===== config.mk =====
export PLATFORM = sky130hd
export DESIGN_NAME = srl_delay_line
export DESIGN_NICKNAME = d
export VERILOG_FILES = /design/src/rtl/srl_delay_pkg.sv /design/src/rtl/srl_delay_store.sv /design/src/rtl/srl_delay_line.sv
export SDC_FILE = /design/constraint.sdc
export NUM_CORES = 1
export LEC_CHECK = 0
export BUFFER_PORTS_ARGS = -buffer_cell sky130_fd_sc_hd__buf_2
export CAP_MARGIN = 10
export CORE_UTILIZATION = 39
export CTS_CLUSTER_SIZE = 24
export DETAILED_ROUTE_END_ITERATION = 16
export PLACE_DENSITY = 0.57
export SYNTH_ARGS = -nofsm -noshare
export SYNTH_HDL_FRONTEND = slang
export SYNTH_SLANG_ARGS = --single-unit

===== constraint.sdc =====
create_clock -name clk -period 1.81 [get_ports clk]
set_clock_uncertainty 0.05 [all_clocks]
set_input_delay 0.0905 -clock clk [delete_from_list [all_inputs] [get_ports clk]]
set_output_delay 0.0905 -clock clk [all_outputs]
set_load 0.005 [all_outputs]

===== src/rtl/srl_delay_pkg.sv =====
`default_nettype none
// ============================================================================
// Module  : srl_delay_pkg
// Purpose : Shared width helpers and constants for the srl_delay_line slice.
//           sel_width()  - tap-select width, max(1, ceil(log2(depth)))
//           fill_width() - fill counter width, ceil(log2(depth+1))
// Revision: 1.0 - initial release
// ============================================================================
package srl_delay_pkg;

  localparam int unsigned c_default_width   = 8;
  localparam int unsigned c_default_depth   = 32;
  localparam int unsigned c_default_neg_clk = 0;

  // Width of the tap select; a depth of 1 or 2 still needs one select bit.
  function automatic int unsigned sel_width(input int unsigned depth);
    int unsigned w;
    w = $clog2(depth);
    return (w < 1) ? 1 : w;
  endfunction

  // Width able to hold the values 0..depth inclusive.
  function automatic int unsigned fill_width(input int unsigned depth);
    return $clog2(depth + 1);
  endfunction

endpackage : srl_delay_pkg
`default_nettype wire


===== src/rtl/srl_delay_store.sv =====
`default_nettype none
// ============================================================================
// Module  : srl_delay_store
// Purpose : Unreset DEPTH x WIDTH shift array with a tap mux. Holds nothing
//           but the SRL-mappable storage so synthesis can map it to
//           dynamic-length shift primitives.
// Ports   : clk    - clock (falling edge when NEG_CLK=1, else rising)
//           ce     - shift enable
//           d      - word shifted into stage 0
//           eff    - tap index, must already be clamped to DEPTH-1
//           q      - stage[eff]
//           q_last - stage[DEPTH-1] (cascade output)
// Revision: 1.0 - initial release
// ============================================================================
module srl_delay_store
  import srl_delay_pkg::*;
#(
  parameter int unsigned WIDTH   = c_default_width,
  parameter int unsigned DEPTH   = c_default_depth,
  parameter int unsigned NEG_CLK = c_default_neg_clk,
  localparam int unsigned SEL_W  = sel_width(DEPTH)
) (
  input  logic             clk,
  input  logic             ce,
  input  logic [WIDTH-1:0] d,
  input  logic [SEL_W-1:0] eff,
  output logic [WIDTH-1:0] q,
  output logic [WIDTH-1:0] q_last
);

  logic [WIDTH-1:0] stage_q [DEPTH];
  logic [WIDTH-1:0] stage_d [DEPTH];

  always_comb begin
    stage_d = stage_q;
    if (ce) begin
      stage_d[0] = d;
      for (int k = 1; k < DEPTH; k++) begin
        stage_d[k] = stage_q[k-1];
      end
    end
  end

  // No reset on purpose: a reset would block SRL inference.
  generate
    if (NEG_CLK != 0) begin : g_neg_edge
      always_ff @(negedge clk) begin
        stage_q <= stage_d;
      end
    end else begin : g_pos_edge
      always_ff @(posedge clk) begin
        stage_q <= stage_d;
      end
    end
  endgenerate

  assign q      = stage_q[eff];
  assign q_last = stage_q[DEPTH-1];

endmodule : srl_delay_store
`default_nettype wire


===== src/rtl/srl_delay_line.sv =====
`default_nettype none
// ============================================================================
// Module  : srl_delay_line
// Purpose : Addressable multi-bit delay line. A saturating fill counter
//           qualifies the selected tap so the data storage stays unreset.
// Ports   : clk     - clock; active edge chosen by NEG_CLK
//           r       - synchronous active-high reset of the fill counter
//           ce      - shift enable
//           d       - data shifted into stage 0
//           sel     - tap select, clamped to DEPTH-1; 0 = newest
//           q       - data at the selected tap
//           q_valid - selected tap written since the last reset
//           q_last  - stage DEPTH-1, always unregistered
// Macro   : SRL_DELAY_OREG_EN - when defined, q/q_valid are registered on
//           every active edge (reset to 0), adding one clock of latency.
// Revision: 1.0 - initial release
// ============================================================================
module srl_delay_line
  import srl_delay_pkg::*;
#(
  parameter int unsigned WIDTH   = c_default_width,
  parameter int unsigned DEPTH   = c_default_depth,
  parameter int unsigned NEG_CLK = c_default_neg_clk,
  localparam int unsigned SEL_W  = sel_width(DEPTH),
  localparam int unsigned FILL_W = fill_width(DEPTH)
) (
  input  logic             clk,
  input  logic             r,
  input  logic             ce,
  input  logic [WIDTH-1:0] d,
  input  logic [SEL_W-1:0] sel,
  output logic [WIDTH-1:0] q,
  output logic             q_valid,
  output logic [WIDTH-1:0] q_last
);

  localparam logic [SEL_W-1:0]  c_max_tap  = SEL_W'(DEPTH - 1);
  localparam logic [FILL_W-1:0] c_fill_max = FILL_W'(DEPTH);

  logic [SEL_W-1:0]  eff;
  logic [FILL_W-1:0] fill_q;
  logic [FILL_W-1:0] fill_d;
  logic [WIDTH-1:0]  tap_data;
  logic              tap_valid;

  // sel may address past the last stage when DEPTH is not a power of two.
  assign eff = (sel > c_max_tap) ? c_max_tap : sel;

  // Saturating increment; reset is applied in the flop block.
  always_comb begin
    fill_d = fill_q;
    if (ce && (fill_q != c_fill_max)) begin
      fill_d = fill_q + FILL_W'(1);
    end
  end

  // Tap eff was written once more than eff shifts have occurred.
  assign tap_valid = (fill_q > FILL_W'(eff));

  srl_delay_store #(
    .WIDTH   (WIDTH),
    .DEPTH   (DEPTH),
    .NEG_CLK (NEG_CLK)
  ) u_store (
    .clk    (clk),
    .ce     (ce),
    .d      (d),
    .eff    (eff),
    .q      (tap_data),
    .q_last (q_last)
  );

`ifdef SRL_DELAY_OREG_EN
  logic [WIDTH-1:0] q_q;
  logic             q_valid_q;

  // Output register runs every active edge regardless of ce.
  generate
    if (NEG_CLK != 0) begin : g_neg_edge
      always_ff @(negedge clk) begin
        if (r) begin
          fill_q    <= '0;
          q_q       <= '0;
          q_valid_q <= 1'b0;
        end else begin
          fill_q    <= fill_d;
          q_q       <= tap_data;
          q_valid_q <= tap_valid;
        end
      end
    end else begin : g_pos_edge
      always_ff @(posedge clk) begin
        if (r) begin
          fill_q    <= '0;
          q_q       <= '0;
          q_valid_q <= 1'b0;
        end else begin
          fill_q    <= fill_d;
          q_q       <= tap_data;
          q_valid_q <= tap_valid;
        end
      end
    end
  endgenerate

  assign q       = q_q;
  assign q_valid = q_valid_q;
`else
  generate
    if (NEG_CLK != 0) begin : g_neg_edge
      always_ff @(negedge clk) begin
        if (r) begin
          fill_q <= '0;
        end else begin
          fill_q <= fill_d;
        end
      end
    end else begin : g_pos_edge
      always_ff @(posedge clk) begin
        if (r) begin
          fill_q <= '0;
        end else begin
          fill_q <= fill_d;
        end
      end
    end
  endgenerate

  assign q       = tap_data;
  assign q_valid = tap_valid;
`endif

endmodule : srl_delay_line
`default_nettype wire


==> impl_metrics.ini <==
[status]
status = finished with violations
violations = setup timing

[min_path]
whs_path_depth = 2
min_delay_worst_endpoint = u_store.stage_q[254]
hp-start = d[6]
hold_class = input port to flop

[logic_synthesis]
postSynthAreaPerCell_um2 = 23.2
synth_fp_nets = 460
synth_flop_cell = edfxtp_1
ys_seq_area_frac = 0.770
postSynth.asyncResetShare = 0
synth_area_mm2 = 0.0101
synth-edff-count = 256
synthDistinctLibCells = 28
synth_warnings = 0
ys_seq_elements = 262
synthCells = 437

[route]
dr.pass1.iters = 4
drt-total-wl_um = 17800
ant_nets = 0
routedWlPerCell_um = 20.6
vias_per_cell = 5.47
vias = 4743
drt_iter0_drc = 440
drc = 0

[setup_path]
crit_arrival_ns = 1.88
slowest_stage = mux4_2
startpoint_type = flop
cp-end-kind = primary output
crit_chain = mux4_2 > o22ai_1 > buf_4 > nor4_2 > buf_2
critPathRequiredTime_ns = 1.67
cpPeakStageDelay_ns = 0.48
r2r_cells = 9
crit_buf_inv = 2
crit_path_max_fanout = 2
r2r_end = fill_q[2]
rrSetupSlack_ns = 0.20
r2r-start = fill_q[1]
path_class = flop to primary output
critPathTopFamily = multiplexers

[grt]
grt_pass1_wl_um = 28900
antenna_found_initial = 0
grt_pass1_vias = 5006
grt_max_degree = 50
grt-ovfl-total = 0
grt.total_usage = 0.140

[timing]
fin_ws_ns = -0.210
timing.fmax_mhz = 495
finalHoldViolCount = 0
slew_violations = 0
rsz0062_at_grt = true
layout_min_cycle_time_ns = 2.02
setup_viol_count_final = 9
fin_crit_sh = 1.12
tightest_slew_ns = 0.586
relSlewSlack = 0.608

[clock_tree]
clockBufferDepth = 3
clock_latency_ns = 0.51
root_buffer = clkbuf_16
cts_made_buffers = 27
clkSinkCount = 262
cts_tree = yes
htree_levels = 1
clkTransAtPathRegs_ns = 0.06

[final_layout]
drive_above_1_share = 0.330
seq_area_mm2 = 0.00781
nets = 546
insertedDiodeCount = 0
final_cells = 867
multi_input_area_mm2 = 0.00228
nFillCells = 2094
area_growth_pct = 17.8

[power_and_ir_drop]
p_leak_nw = 4.04
powerDensity_mw_per_mm2 = 1090
ir_drop_mv = 0.599

[flow_run]
maxCapViolCount = 0

[floorplan]
dieHeight_um = 163
initial_utilization = 0.401
boundaryPins = 33
fp-row-count = 58
die_area_mm2 = 0.0267
die_w_um = 163
core_mm2 = 0.0253

[place]
port_buffers = 32
post-place-ws_ns = 0.0353
post-place-cells = 803
dp_hpwl_um = 11100
gp_congestion = 0.741
-- sequential cells by signal, summed over array words and instances, names as in the netlist --
name,count
fill_q,6
u_store.stage_q,248
u_store.q_last,8
-- cells in the mapped netlist, types with 2 or more instances --
library cell / count / area [µm²]
edfxtp_1: 256 / 7690
mux4_1: 39 / 1020
o22ai_1: 33 / 206
mux4_2: 25 / 563
nand3_1: 9 / 45.0
buf_4: 8 / 60.1
buf_6: 7 / 78.8
ha_1: 7 / 87.6
nor2_1: 7 / 26.3
buf_2: 6 / 30.0
dfxtp_1: 6 / 120
inv_1: 6 / 22.5
nor4_1: 6 / 37.5
xor2_1: 4 / 35.0
nand2_1: 3 / 11.3
nand4_1: 2 / 12.5
nor4_2: 2 / 25.0
-- cells by family (layout without fill, tap and decap cells) --
group / count (synthesis) / in the layout / synth area share
multiplexers: 64 / 64 / 0.156
buffers and inverters: 28 / 128 / 0.0192
flip-flops: 262 / 262 / 0.770
adder cells (fa/ha/maj): 7 / 7 / 0.00863
AO/OA/AOI/OAI: 38 / 38 / 0.0236
XOR/XNOR: 5 / 5 / 0.00432
AND/OR/NAND/NOR: 33 / 33 / 0.0183
-- power breakdown --
part,switching (mW),internal [mW]
combinational,0.411,0.442
clock,2.09,2.84
sequential,0.172,7.06
total,2.67,10.3
-- metal layers --
metal / global-route usage / vias up / share of wire
met5: 0 / - / 0
met4: 0.0370 / 0 / 0.015
met3: 0.0234 / 24 / 0.043
met2: 0.211 / 101 / 0.46
met1: 0.212 / 2555 / 0.49
li1: - / 2063 / -
-- cells in the final DEF (no fill, tap or decap), types with 6 or more instances in the layout --
cell and n:
buf_12 9, buf_2 30, buf_4 28, clkbuf_1 8
clkbuf_16 27, clkinv_1 7, dlygate4sd3_1 10, edfxtp_1 256
ha_1 6, inv_1 6, mux4_1 16, mux4_2 48
nand3_1 9, nor2_1 7, o22ai_1 10, o22ai_2 19
-- through the flow --
stage                     utilization  total power [mW]  hold WS [ns]  area (µm²)  setup TNS [ns]
final                           0.472              13.0         0.228       12000           -1.53
after global routing            0.472              13.5         0.212       12000           -2.24
after CTS                       0.471              13.2         0.205       11900           -1.80
after detailed placement        0.429              8.09         0.219       10900               0
after global placement          0.429              8.03         0.222       10900               0
after floorplan                     -              7.70         0.113       10100               0
-- worst reg2reg max path: stages (launching register included) --
cell	delay [ns]
dfxtp_4	0.35
buf_4	0.14
inv_1	0.06
ha_1	0.13
nor4b_1	0.20
a21boi_0	0.13
buf_4	0.17
nand2_1	0.08
xor2_1	0.15
nor2_1	0.05
-- how the worst max path moves through the flow --
| stage | startpoint | end | slack, ns | depth (start not counted) |
|---|---|---|---|---|
| 5_1_grt | u_store.stage_q[228] | q[4] | -0.28 | 5 |
| 3_3_place_gp | sel[0] | q[6] | 0.002 | 6 |
| 6_report | u_store.stage_q[196] | q[4] | -0.21 | 5 |
| 3_5_place_dp | sel[0] | q[2] | 0.04 | 6 |
| 4_1_cts | u_store.q_last[0] | q[0] | -0.24 | 4 |
| 2_1_floorplan | fill_q[0] | fill_q[3] | 0.22 | 7 |
-- layout make-up --
cell class | count | area share
Sequential cell | 262 | 0.654
Multi-Input combinational cell | 147 | 0.190
Clock buffer | 35 | 0.0590
Timing Repair Buffer | 79 | 0.0558
Tap cell | 330 | 0.0345
Clock inverter | 8 | 0.00471
Inverter | 6 | 0.00188
-- timing repair --
action	CTS	global route
hold buffers	10	0
resized for setup	47	14
setup buffers	10	2
endpoints found under the hold margin	30	0
pin swaps	16	4
endpoints found under the setup margin	9	9
Note: power is estimated with default switching activity, not from simulation.
